<file path="config.mk">
export PLATFORM = sky130hd
export DESIGN_NAME = ioctl_mem_sched
export DESIGN_NICKNAME = d
export VERILOG_FILES = /design/src/rtl/ioctl_mem_sched.sv
export SDC_FILE = /design/constraint.sdc
export NUM_CORES = 1
export LEC_CHECK = 0
export ABC_CLOCK_PERIOD_IN_PS = 5820
export BUFFER_PORTS_ARGS = -buffer_cell sky130_fd_sc_hd__buf_2
export CORE_ASPECT_RATIO = 2
export CORE_UTILIZATION = 39
export DETAILED_ROUTE_END_ITERATION = 7
export PLACE_DENSITY = 0.6
export REMOVE_ABC_BUFFERS = 1
export SYNTH_ARGS = -nofsm -noshare
export SYNTH_HDL_FRONTEND = slang
export SYNTH_SLANG_ARGS = --single-unit
</file>
<file path="constraint.sdc">
create_clock -name clk_sys -period 5.82 [get_ports clk_sys]
set_input_delay 0.873 -clock clk_sys [delete_from_list [all_inputs] [get_ports clk_sys]]
set_output_delay 0.873 -clock clk_sys [all_outputs]
set_load 0.005 [all_outputs]
</file>
<file path="src/rtl/ioctl_mem_sched.sv">
// ioctl_mem_sched: shares one byte-wide memory port between the ARM->FPGA
// download stream (buffered in a small FIFO, always wins) and core reads.
// Ports: clk_sys/reset; ioctl_download/wr/addr/dout in, clkref_n out
// (receiver throttle); core_req/addr in, core_ack/dout out; mem_req/we/
// addr/din out, mem_ack/dout in; core_reset, dl_done, dl_overflow out.
module ioctl_mem_sched #(
  parameter int AW        = 25,
  parameter int FIFO_LOG2 = 2,
  parameter int RST_HOLD  = 16
) (
  input  logic          clk_sys,
  input  logic          reset,
  input  logic          ioctl_download,
  input  logic          ioctl_wr,
  input  logic [AW-1:0] ioctl_addr,
  input  logic [7:0]    ioctl_dout,
  output logic          clkref_n,
  input  logic          core_req,
  input  logic [AW-1:0] core_addr,
  output logic          core_ack,
  output logic [7:0]    core_dout,
  output logic          mem_req,
  output logic          mem_we,
  output logic [AW-1:0] mem_addr,
  output logic [7:0]    mem_din,
  input  logic          mem_ack,
  input  logic [7:0]    mem_dout,
  output logic          core_reset,
  output logic          dl_done,
  output logic          dl_overflow
);

  localparam int DEPTH = 1 << FIFO_LOG2;
  localparam int CW    = FIFO_LOG2 + 1;
  localparam logic [CW-1:0]        DEPTH_C   = CW'(DEPTH);
  localparam logic [CW-1:0]        TWO_C     = CW'(2);
  localparam logic [FIFO_LOG2-1:0] PTR_ONE   = FIFO_LOG2'(1);
  localparam logic [15:0]          HOLD_INIT = 16'(RST_HOLD);

  typedef enum logic [1:0] {
    S_IDLE,
    S_WRITE,
    S_READ,
    S_RDONE
  } state_t;

  state_t state_q, state_d;

  logic [AW+7:0]        fifo_q [DEPTH];
  logic [FIFO_LOG2-1:0] wr_ptr_q, wr_ptr_d;
  logic [FIFO_LOG2-1:0] rd_ptr_q, rd_ptr_d;
  logic [CW-1:0]        count_q, count_d;
  logic [CW-1:0]        free_d;

  logic          clkref_n_q, clkref_n_d;
  logic          mem_req_q, mem_req_d;
  logic          mem_we_q, mem_we_d;
  logic [AW-1:0] mem_addr_q, mem_addr_d;
  logic [7:0]    mem_din_q, mem_din_d;
  logic          core_ack_q, core_ack_d;
  logic [7:0]    core_dout_q, core_dout_d;
  logic          core_reset_q, core_reset_d;
  logic [15:0]   hold_q, hold_d;
  logic          dl_done_q, dl_done_d;
  logic          dl_ovf_q, dl_ovf_d;
  logic          dl_prev_q, dl_prev_d;
  logic          dl_seen_q, dl_seen_d;

  logic          full, empty, push_req, push, pop;
  logic          drained, dl_rise;
  logic [AW+7:0] head;

  assign full     = (count_q == DEPTH_C);
  assign empty    = (count_q == '0);
  assign push_req = ioctl_wr & ioctl_download;
  assign push     = push_req & ~full;
  assign pop      = (state_q == S_WRITE) & mem_ack;
  assign head     = fifo_q[rd_ptr_q];
  assign dl_rise  = ioctl_download & ~dl_prev_q;
  assign drained  = ~ioctl_download & empty & (state_q == S_IDLE);

  // FIFO bookkeeping and receiver throttle
  always_comb begin
    wr_ptr_d   = wr_ptr_q;
    rd_ptr_d   = rd_ptr_q;
    dl_ovf_d   = dl_ovf_q;
    if (push) wr_ptr_d = wr_ptr_q + PTR_ONE;
    if (pop)  rd_ptr_d = rd_ptr_q + PTR_ONE;
    count_d = count_q
            + {{(CW-1){1'b0}}, push}
            - {{(CW-1){1'b0}}, pop};
    free_d  = DEPTH_C - count_d;
    // two free slots: the receiver strobes one cycle after seeing low
    clkref_n_d = (free_d < TWO_C);
    if (dl_rise) dl_ovf_d = 1'b0;
    if (push_req & full) dl_ovf_d = 1'b1;
  end

  // core reset hold and download-done pulse
  always_comb begin
    hold_d       = hold_q;
    core_reset_d = core_reset_q;
    dl_prev_d    = ioctl_download;
    dl_done_d    = drained & dl_seen_q;
    dl_seen_d    = dl_seen_q;
    if (ioctl_download)  dl_seen_d = 1'b1;
    else if (drained)    dl_seen_d = 1'b0;
    if (!drained) begin
      hold_d       = HOLD_INIT;
      core_reset_d = 1'b1;
    end else if (hold_q != 16'd0) begin
      hold_d       = hold_q - 16'd1;
      core_reset_d = (hold_q != 16'd1);
    end else begin
      core_reset_d = 1'b0;
    end
  end

  // port arbiter
  always_comb begin
    state_d     = state_q;
    mem_req_d   = mem_req_q;
    mem_we_d    = mem_we_q;
    mem_addr_d  = mem_addr_q;
    mem_din_d   = mem_din_q;
    core_dout_d = core_dout_q;
    core_ack_d  = 1'b0;
    unique case (state_q)
      S_IDLE: begin
        if (!empty) begin
          state_d    = S_WRITE;
          mem_req_d  = 1'b1;
          mem_we_d   = 1'b1;
          mem_addr_d = head[AW+7:8];
          mem_din_d  = head[7:0];
        end else if (core_req && !ioctl_download) begin
          state_d    = S_READ;
          mem_req_d  = 1'b1;
          mem_we_d   = 1'b0;
          mem_addr_d = core_addr;
        end
      end
      S_WRITE: begin
        if (mem_ack) begin
          state_d   = S_IDLE;
          mem_req_d = 1'b0;
        end
      end
      S_READ: begin
        if (mem_ack) begin
          state_d     = S_RDONE;
          mem_req_d   = 1'b0;
          core_dout_d = mem_dout;
          core_ack_d  = 1'b1;
        end
      end
      S_RDONE: state_d = S_IDLE;
      default: state_d = S_IDLE;
    endcase
  end

  always_ff @(posedge clk_sys) begin
    if (push) fifo_q[wr_ptr_q] <= {ioctl_addr, ioctl_dout};
  end

  always_ff @(posedge clk_sys) begin
    if (reset) begin
      state_q      <= S_IDLE;
      wr_ptr_q     <= '0;
      rd_ptr_q     <= '0;
      count_q      <= '0;
      clkref_n_q   <= 1'b1;
      mem_req_q    <= 1'b0;
      mem_we_q     <= 1'b0;
      mem_addr_q   <= '0;
      mem_din_q    <= '0;
      core_ack_q   <= 1'b0;
      core_dout_q  <= '0;
      core_reset_q <= 1'b1;
      hold_q       <= HOLD_INIT;
      dl_done_q    <= 1'b0;
      dl_ovf_q     <= 1'b0;
      dl_prev_q    <= 1'b0;
      dl_seen_q    <= 1'b0;
    end else begin
      state_q      <= state_d;
      wr_ptr_q     <= wr_ptr_d;
      rd_ptr_q     <= rd_ptr_d;
      count_q      <= count_d;
      clkref_n_q   <= clkref_n_d;
      mem_req_q    <= mem_req_d;
      mem_we_q     <= mem_we_d;
      mem_addr_q   <= mem_addr_d;
      mem_din_q    <= mem_din_d;
      core_ack_q   <= core_ack_d;
      core_dout_q  <= core_dout_d;
      core_reset_q <= core_reset_d;
      hold_q       <= hold_d;
      dl_done_q    <= dl_done_d;
      dl_ovf_q     <= dl_ovf_d;
      dl_prev_q    <= dl_prev_d;
      dl_seen_q    <= dl_seen_d;
    end
  end

  assign clkref_n    = clkref_n_q;
  assign mem_req     = mem_req_q;
  assign mem_we      = mem_we_q;
  assign mem_addr    = mem_addr_q;
  assign mem_din     = mem_din_q;
  assign core_ack    = core_ack_q;
  assign core_dout   = core_dout_q;
  assign core_reset  = core_reset_q;
  assign dl_done     = dl_done_q;
  assign dl_overflow = dl_ovf_q;

endmodule

</file>
# Word level (Yosys, flattened, before mapping)
# Memories as Yosys holds them, arrays and structs flattened. A register that Yosys moved wholly into a read port is not among the register bits.
# Cells that the tools add are included.
dict set report classes {
  addsub 6
  order_cmp 1
  eq_ne 10
  muxes 23
  bitwise 14
  n_reduce_logical 16
}
# op n
set ops {}
lappend ops {{$mux W25} 2}
lappend ops {{$ne A16 B1 Y1 const B} 1}
lappend ops {{$reduce_bool A16 Y1} 1}
lappend ops {{$sub A16 B1 Y16 const B} 1}
lappend ops {{$mux W1} 13}
lappend ops {{$mux W2} 6}
lappend ops {{$and A1 B1 Y1} 8}
lappend ops {{$pmux W2 S4} 1}
lappend ops {{$not A1 Y1} 6}
lappend ops {{$reduce_and A2 Y1} 3}
lappend ops {{$reduce_and A3 Y1} 2}
lappend ops {{$reduce_bool A2 Y1} 3}
lappend ops {{$reduce_or A2 Y1} 3}
lappend ops {{$add A2 B1 Y2 const B} 2}
lappend ops {{$eq A2 B2 Y1 const B} 2}
lappend ops {{$ne A2 B1 Y1 const B} 2}
lappend ops {{$ne A2 B2 Y1 const B} 2}
lappend ops {{$add A3 B1 Y3} 1}
lappend ops {{$eq A3 B3 Y1 const B} 1}
lappend ops {{$logic_not A3 Y1} 1}
lappend ops {{$lt A3 B2 Y1 const B} 1}
lappend ops {{$ne A3 B2 Y1 const B} 1}
lappend ops {{$sub A3 B1 Y3} 1}
lappend ops {{$sub A3 B3 Y3 const A} 1}
lappend ops {{5 further kinds} 5}
dict set report totals {
  reg_bits 75
  ram_bits 132
  output_inout_bits 48
  wordCells 88
  memories 1
}
# name words word_bits read_ports rd_ports_with_merged_regs write_ports line_no
set mem_list {}
lappend mem_list {fifo_q 4 33 1 1 1 49} ;# logic [AW+7:0] fifo_q [DEPTH];

# Longest topological paths before layout
# Gate-level depths: netlist of run 1.
dict set report logic_depth {
  word_depth 7
  ltp_mapped 11
}

# Worst setup path before layout of run 1
# OpenSTA, ideal clock, no wires.
dict set report synth_path {
  path_type {in2reg}
  startpoint {input ioctl_wr}
  endpoint {register clkref_n_q (netlist: clkref_n)}
  setup_time_ns 0.119
  t_arrival_ns 2.650
  setup_slack_ns 3.051
  path_stages 11
  cell_sequence {nand2_1 a21oi_1 inv_1 ha_1 inv_1 ha_1 inv_1 fa_1 ha_1 xnor2_1 o21bai_1}
}
dict set report synth_between {
  elab_chain_len 6
}
# element line_no
set synth_lines {}
lappend synth_lines {{start, declared} 14} ;# input logic ioctl_wr,
lappend synth_lines {{$and A1 B1 Y1} 75} ;# assign push_req = ioctl_wr & ioctl_download;
lappend synth_lines {{$and A1 B1 Y1} 76} ;# assign push = push_req & ~full;
lappend synth_lines {{$add A3 B1 Y3} 90} ;# + {{(CW-1){1'b0}}, push}
lappend synth_lines {{$sub A3 B1 Y3} 91} ;# - {{(CW-1){1'b0}}, pop};
lappend synth_lines {{$sub A3 B3 Y3} 92} ;# free_d = DEPTH_C - count_d;
lappend synth_lines {{$lt A3 B2 Y1} 94} ;# clkref_n_d = (free_d < TWO_C);
lappend synth_lines {{end signal, assigned} 190} ;# clkref_n_q <= clkref_n_d;
lappend synth_lines {{end, declared} 55} ;# logic clkref_n_q, clkref_n_d;
# Every way passes these cells.
# A chain may end at the register's enable or synchronous reset.

# Final worst setup path of run 1
dict set report layout_path {
  startpoint {input ioctl_download}
  endpoint {register clkref_n_q (netlist: clkref_n)}
}
dict set report layout_between {
  elab_chain_len 6
}
# element line_no
set layout_lines {}
lappend layout_lines {{start, declared} 13} ;# input logic ioctl_download,
lappend layout_lines {{$and A1 B1 Y1} 75}
lappend layout_lines {{$and A1 B1 Y1} 76}
lappend layout_lines {{$add A3 B1 Y3} 90}
lappend layout_lines {{$sub A3 B1 Y3} 91}
lappend layout_lines {{$sub A3 B3 Y3} 92}
lappend layout_lines {{$lt A3 B2 Y1} 94}
# Every way passes these cells.

==> results of run 1 <==
==> routing by layer <==
metal	vias up	wire [um]	share of wire
met1	2495	6320	0.37
li1	2354	-	-
met3	22	669	0.039
met4	0	369	0.021
met5	-	0	0
met2	106	9860	0.57
==> cell type report <==
class | count | area, um2 | area share
Clock buffer | 28 | 561.8 | 0.05938
Clock inverter | 8 | 36.28 | 0.003835
Inverter | 13 | 48.80 | 0.005157
Multi-Input combinational cell | 313 | 2361 | 0.2495
Sequential cell | 209 | 5508 | 0.5821
Tap cell | 262 | 327.8 | 0.03465
Timing Repair Buffer | 122 | 618.1 | 0.06533
==> logic make-up after synthesis <==
family | after synthesis | share of synthesized area
AOI/OAI and AO/OA | 89 | 0.06860
xor gates and xnor gates | 6 | 0.006548
adders and majority gates | 14 | 0.02276
buffers and inverters | 40 | 0.02042
DFF | 209 | 0.6860
muxes | 34 | 0.09386
and+or+nand+nor | 170 | 0.1018
==> report_power, final <==
part	switching, mW	total (mW)	leakage, nW	internal, mW
logic	0.676	1.12	1.28	0.448
registers	0.106	1.88	1.83	1.77
clock network	0.517	1.19	0.293	0.673
total	1.30	4.19	3.41	2.89
==> sequential cells by signal (all words and copies together) (netlist names), 2 cells and up, named ones only <==
register / flops
rd_ptr_q: 2
fifo_q: 132
hold_q: 16
mem_din: 8
count_q: 3
mem_addr: 25
state_q: 2
core_dout: 8
wr_ptr_q: 2
==> how the worst max path moves through the flow <==
stage                     cells after the start        to            from
after floorplan                              11  clkref_n        ioctl_wr
after global placement                       12  clkref_n  ioctl_download
after detailed placement                     12  clkref_n  ioctl_download
after CTS                                    11  clkref_n      count_q[1]
after global routing                         11  clkref_n      count_q[1]
final                                        12  clkref_n  ioctl_download
==> stage by stage <==
step | instance area (um2) | total power [mW]
CTS | 9462 | 4.254
floorplan | 7910 | 2.608
finish | 9462 | 4.190
global placement | 8864 | 2.990
detailed placement | 8864 | 3.051
global route | 9462 | 4.444
==> synth_stat cells, types with 3 or more instances <==
cell	number	share of area
nor3_1	19	0.012
buf_1	3	0.0014
dfxtp_1	77	0.19
o22ai_1	17	0.013
inv_1	13	0.0061
and2_1	6	0.0047
clkbuf_1	17	0.0080
nand3_1	14	0.0087
mux4_2	33	0.093
o31ai_1	7	0.0065
or4_1	4	0.0037
a311oi_1	8	0.0087
nor3_2	3	0.0037
a21oi_1	36	0.022
ha_1	13	0.020
edfxtp_1	132	0.49
buf_2	5	0.0031
nor2_1	47	0.022
xnor2_1	4	0.0044
nand2_1	56	0.026
o21ai_0	11	0.0069
==> worst register-to-register path: stages (launching register included) <==
cell and delay (ns):
dfxtp_1 0.46, nor2_1 0.09, a21oi_1 0.54, inv_1 0.12
ha_1 0.30, inv_1 0.04, ha_1 0.16, inv_1 0.06
fa_1 0.44, ha_1 0.21, xnor2_1 0.20, o21bai_1 0.08
==> flow_metrics.env, run 1 <==
export IMPL_cts_buffers=20
export IMPL_rsz0062_at_grt="no"
export IMPL_endpoint_kind="register"
export IMPL_wirelength_mm=17.22
export IMPL_grt_ovfl_total=0
export IMPL_ir_drop_mv=0.2518
export IMPL_root_buffer="clkbuf_16"
export IMPL_cts_setup_buffers=0
export IMPL_cp_max_fo=7
export IMPL_hpwl_mm=11.33
export IMPL_route_detailed_drc=0
export IMPL_final_util=0.4730
export IMPL_track_usage=0.1689
export IMPL_synth_ff_type="edfxtp_1"
export IMPL_outcome="finished, final reports clean"
export IMPL_dr_pass1_iters=4
export IMPL_critPathBufInv=4
export IMPL_setup_worst_path_start_class="primary input"
export IMPL_final_setup_skew_ns=0.006047
export IMPL_num_rows=73
export IMPL_grt_use_met1=0.1762
export IMPL_reg2regPathDepth=11
export IMPL_core_um2=20000
export IMPL_cts_clk_slew_worst_paths_ns=0.06
export IMPL_crit_slowest_cell="a21oi_1"
export IMPL_max_cap_violations=0
export IMPL_drive_gt1_frac=0.2900
export IMPL_period_share=0.4842
export IMPL_clkLatencyLatePin_ns=0.48
export IMPL_grt_antenna_before_repair=0
export IMPL_worstPathCellList="buf_2 > nand2_1 > a21oi_1 > inv_1 > ha_1 > inv_1 > ha_1 > inv_1 > fa_1 > ha_1 > xnor2_1 > o21bai_1"
export IMPL_holdWs_ns=0.4519
export IMPL_tritoncts="built"
export IMPL_async_flop_share=0
export IMPL_grt_max_degree=60
export IMPL_synth_seq_cells=209
export IMPL_setup_violations_final=0
export IMPL_fin_nets=765
export IMPL_dp_cells=919
export IMPL_routedWlPerCell_um=18.03
export IMPL_rr_startpoint="count_q[1]"
export IMPL_use_met3=0.02184
export IMPL_via_count=4977
export IMPL_grt_met2_usage=0.3351
export IMPL_worstHoldStart="mem_din[6]"
export IMPL_worst_pin_slew_ns=1.103
export IMPL_place_ws_ns=2.552
export IMPL_syn_avg_cell_area_um2=14.28
export IMPL_final_cell_mix="edfxtp_1, buf_2, dfxtp_1"
export IMPL_critPathTopFamily="adder cells"
export IMPL_setup_tns_ns=0
export IMPL_worstPathRequired_ns=6.19
export IMPL_floorplan_initialDensity=0.4012
export IMPL_min_period_ns=2.818
export IMPL_top_usage_layer="met2"
export IMPL_cp_slowest_stage_delay_ns=0.50
export IMPL_hold_viol=0
export IMPL_hold_class="reg2reg"
export IMPL_slew_violations=0
export IMPL_viasPerCell=5.212
export IMPL_powerDensity_nw_per_um2=442.8
export IMPL_gp_congestion=0.7282
export IMPL_die_x_um=103.4
export IMPL_holdBufCountCts=0
export IMPL_worst_slack_ns=3.002
export IMPL_leakagePower_nw=3.406
export IMPL_cts_max_level=1
export IMPL_setup_worst_path_class="in2reg"
export IMPL_die_area_um2=21190
export IMPL_cts_sinks=209
export IMPL_drtIter0Drc=177
export IMPL_grt_pass1_vias=5288
export IMPL_rr_endpoint="clkref_n"
export IMPL_min_to="mem_din[6]"
export IMPL_area_growth_pct=17.90
export IMPL_synth_edff_count=132
export IMPL_max_freq_mhz=354.9
export IMPL_ant_nets=0
export IMPL_max_slew_margin=0.2632
export IMPL_dieHeight_um=204.9
export IMPL_final_common_cell="edfxtp_1"
export IMPL_netlist_area_um2=8025
export IMPL_yosysUniqueCellTypes=50
export IMPL_yosysWarnings=0
export IMPL_clockBufferDepth=3
export IMPL_holdPathStages=2
export IMPL_crit_arrival_ns=3.19
export IMPL_synth_seq_area_share=0.6860
export IMPL_regToRegSetupSlack_ns=3.00
export IMPL_cts_resized=0
export IMPL_design_portCount=120
export IMPL_synth_cells=562
export IMPL_antenna_cells=0
export IMPL_grt_pass1_wl_mm=26.94
export IMPL_finalNonFillerCells=955
export IMPL_fillers=1790
export IMPL_portBuffers=119
Power figures use the tool's default switching activity.
==> run 2, diff against run 1 <==
ABC_AREA = 1   (was unset)
ABC_CLOCK_PERIOD_IN_PS = 2530   (was 5820)
PLACE_DENSITY = 0.62   (was 0.6)
clock period = 2.53 ns   (was 5.82 ns; I/O delays follow)
==> run 2 against run 1 <==
  * Clock power grew 140%
  * Global-route usage is 0.55 points higher
  * Sequential power is 130% higher
  * Combinational power grew to 2.6 times the previous value
  * Worst setup slack worse by 2.7 ns
  * Synthesized cell count up 47%
  * First-iteration DRC count rose by 77%
  * Utilization is 0.11 points lower
  * Worst hold slack got worse by 0.35 ns
  * Critical path type is now reg2reg
  * Critical endpoint unchanged
==> flow_metrics.env, run 2 <==
export IMPL_outcome="finished, final reports clean"
export IMPL_die_area_um2=22230
export IMPL_rr_startpoint="state_q[1]"
export IMPL_track_usage=0.1744
export IMPL_area_growth_pct=18.23
export IMPL_grt_ovfl_total=0
export IMPL_synth_most_common_cell="nand2_1"
export IMPL_yosys_mux_area_fraction=0
export IMPL_fin_nets=1025
export IMPL_period_share=0.8951
export IMPL_yosys_area_share_simple=0.1837
export IMPL_synth_adder_area_share=0.02168
export IMPL_netlist_area_um2=8427
export IMPL_yosys_area_top_type="edfxtp_1"
export IMPL_synth_area_top_cells="edfxtp_1, dfxtp_1, nand2_1"
export IMPL_synth_compound_area_share=0.09161
export IMPL_switching_share=0.3325
export IMPL_final_cell_mix="nand2_1, edfxtp_1, buf_2"
export IMPL_clkLatencyLatePin_ns=0.49
export IMPL_clockPowerShare=0.285
export IMPL_worst_pin_slew_ns=0.7374
export IMPL_grt_pass1_vias=5914
export IMPL_antenna_cells=0
export IMPL_powerDensity_nw_per_um2=1023
export IMPL_setup_violations_final=0
export IMPL_drive_gt1_frac=0.1985
export IMPL_slew_violations=0
export IMPL_hold_class="in2reg"
export IMPL_setup_worst_path_start_class="register"
export IMPL_holdBufCountCts=0
export IMPL_synth_cells=824
export IMPL_endpoint_kind="register"
export IMPL_worstPathRequired_ns=2.88
export IMPL_num_rows=75
export IMPL_max_freq_mhz=441.6
export IMPL_dr_pass1_iters=4
export IMPL_combPwrFrac=0.289
export IMPL_largest_reg_flops=132
export IMPL_async_flop_share=0
export IMPL_cp_max_fo=5
export IMPL_post_synth_xor_area_fraction=0.006236
export IMPL_holdWs_ns=0.1016
export IMPL_die_x_um=105.9
export IMPL_cts_setup_buffers=0
export IMPL_portBuffers=119
export IMPL_cp_startpoint="state_q[1]"
export IMPL_cts_buffers=19
export IMPL_viasPerCell=4.945
export IMPL_p_int_mw=6.801
export IMPL_drtIter0Drc=314
export IMPL_gp_congestion=0.8433
export IMPL_leakagePower_nw=4.017
export IMPL_yosysUniqueCellTypes=35
export IMPL_root_buffer="clkbuf_16"
export IMPL_ir_drop_mv=0.6588
export IMPL_synth_top_family_by_area="simple AND/OR/NAND/NOR gates"
export IMPL_power_switching_mw=3.387
export IMPL_core_um2=21110
export IMPL_clockBufferDepth=3
export IMPL_min_period_ns=2.265
export IMPL_p_seq_frac=0.426
export IMPL_final_common_cell="nand2_1"
export IMPL_via_count=6038
export IMPL_grt_antenna_before_repair=0
export IMPL_dp_cells=1187
export IMPL_finalNonFillerCells=1221
export IMPL_placed_cell_area_um2=9339
export IMPL_hold_viol=0
export IMPL_tritoncts="built"
export IMPL_dieHeight_um=209.9
export IMPL_cts_max_level=1
export IMPL_synth_ff_type="edfxtp_1"
export IMPL_syn_avg_cell_area_um2=10.23
export IMPL_floorplan_initialDensity=0.3991
export IMPL_routedWlPerCell_um=15.61
export IMPL_worst_slack_ns=0.2653
export IMPL_synth_seq_area_share=0.6533
export IMPL_worstHoldStart="ioctl_addr[4]"
export IMPL_power_total_mw=10.19
export IMPL_synth_edff_count=132
export IMPL_synthTopCellsByCount="nand2_1, edfxtp_1, nor2_1, dfxtp_1, nand3_1"
export IMPL_design_portCount=120
export IMPL_max_slew_margin=0.5084
export IMPL_yosysWarnings=0
export IMPL_regMostFlops="fifo_q"
export IMPL_route_detailed_drc=0
export IMPL_cts_resized=0
export IMPL_setup_tns_ns=0
export IMPL_place_ws_ns=0.2759
export IMPL_ant_nets=0
export IMPL_cts_clk_slew_worst_paths_ns=0.06
export IMPL_grt_max_degree=67
export IMPL_crit_arrival_ns=2.62
export IMPL_setup_worst_path_class="reg2reg"
export IMPL_design_area_um2=9963
export IMPL_grt_pass1_wl_mm=30.02
export IMPL_synth_seq_cells=209
export IMPL_max_cap_violations=0
export IMPL_final_setup_skew_ns=0.01410
export IMPL_rsz0062_at_grt="no"
export IMPL_wirelength_mm=19.06
export IMPL_hpwl_mm=11.92
export IMPL_cts_sinks=209
export IMPL_synth_top_area_share=0.4704
export IMPL_final_util=0.4719
-- run 2: path summary, 6_finish.rpt --
check	slack [ns]	to	depth (start not counted)
min reg2reg	0.45	dl_done	2
min	0.10	fifo_q[1][12]	1
max reg2reg	0.27	clkref_n	14
max	0.27	clkref_n	14
-- run 2: kinds of logic (layout without fill, tap and decap cells) --
| kind of cell | Yosys count | in the layout |
|---|---|---|
| compound gates | 148 | 148 |
| xor+xnor | 6 | 6 |
| fa+ha+maj | 14 | 14 |
| buf+inv | 78 | 206 |
| flops | 209 | 209 |
| simple gates | 369 | 369 |
-- run 2: power groups by stage --
stage | Clock [mW] | Combinational (mW) | Sequential, mW
global placement | 0 | 2.95 | 4.41
global route | 3.09 | 3.33 | 4.40
CTS | 2.97 | 3.00 | 4.34
detailed placement | 0 | 2.99 | 4.41
finish | 2.90 | 2.95 | 4.34
floorplan | 0 | 1.81 | 4.44
-- run 2: critical path, stage by stage (launching register included) --
cell	delay [ns]
dfxtp_1	0.33
inv_1	0.07
ha_1	0.19
nand2_1	0.06
inv_1	0.07
ha_1	0.29
inv_1	0.06
ha_1	0.13
inv_1	0.04
fa_1	0.46
ha_1	0.21
inv_1	0.06
nand2_1	0.04
nand2_1	0.06
o21ai_0	0.06
-- run 2: routing by layer --
layer,wire [um],GRT usage
met1,7243,0.1803
met2,10620,0.3487
met3,710,0.02205
met4,480,0.06130
met5,0,0
-- run 2: area by class of cell --
cell class,instances,area (um2)
multi-input cells,537,2585
well taps,269,336.6
clock buffers,27,536.8
clock inverters,7,87.58
fillers,1987,11150
inverters,39,146.4
repair buffers,133,763.2
flip-flops and latches,209,5508
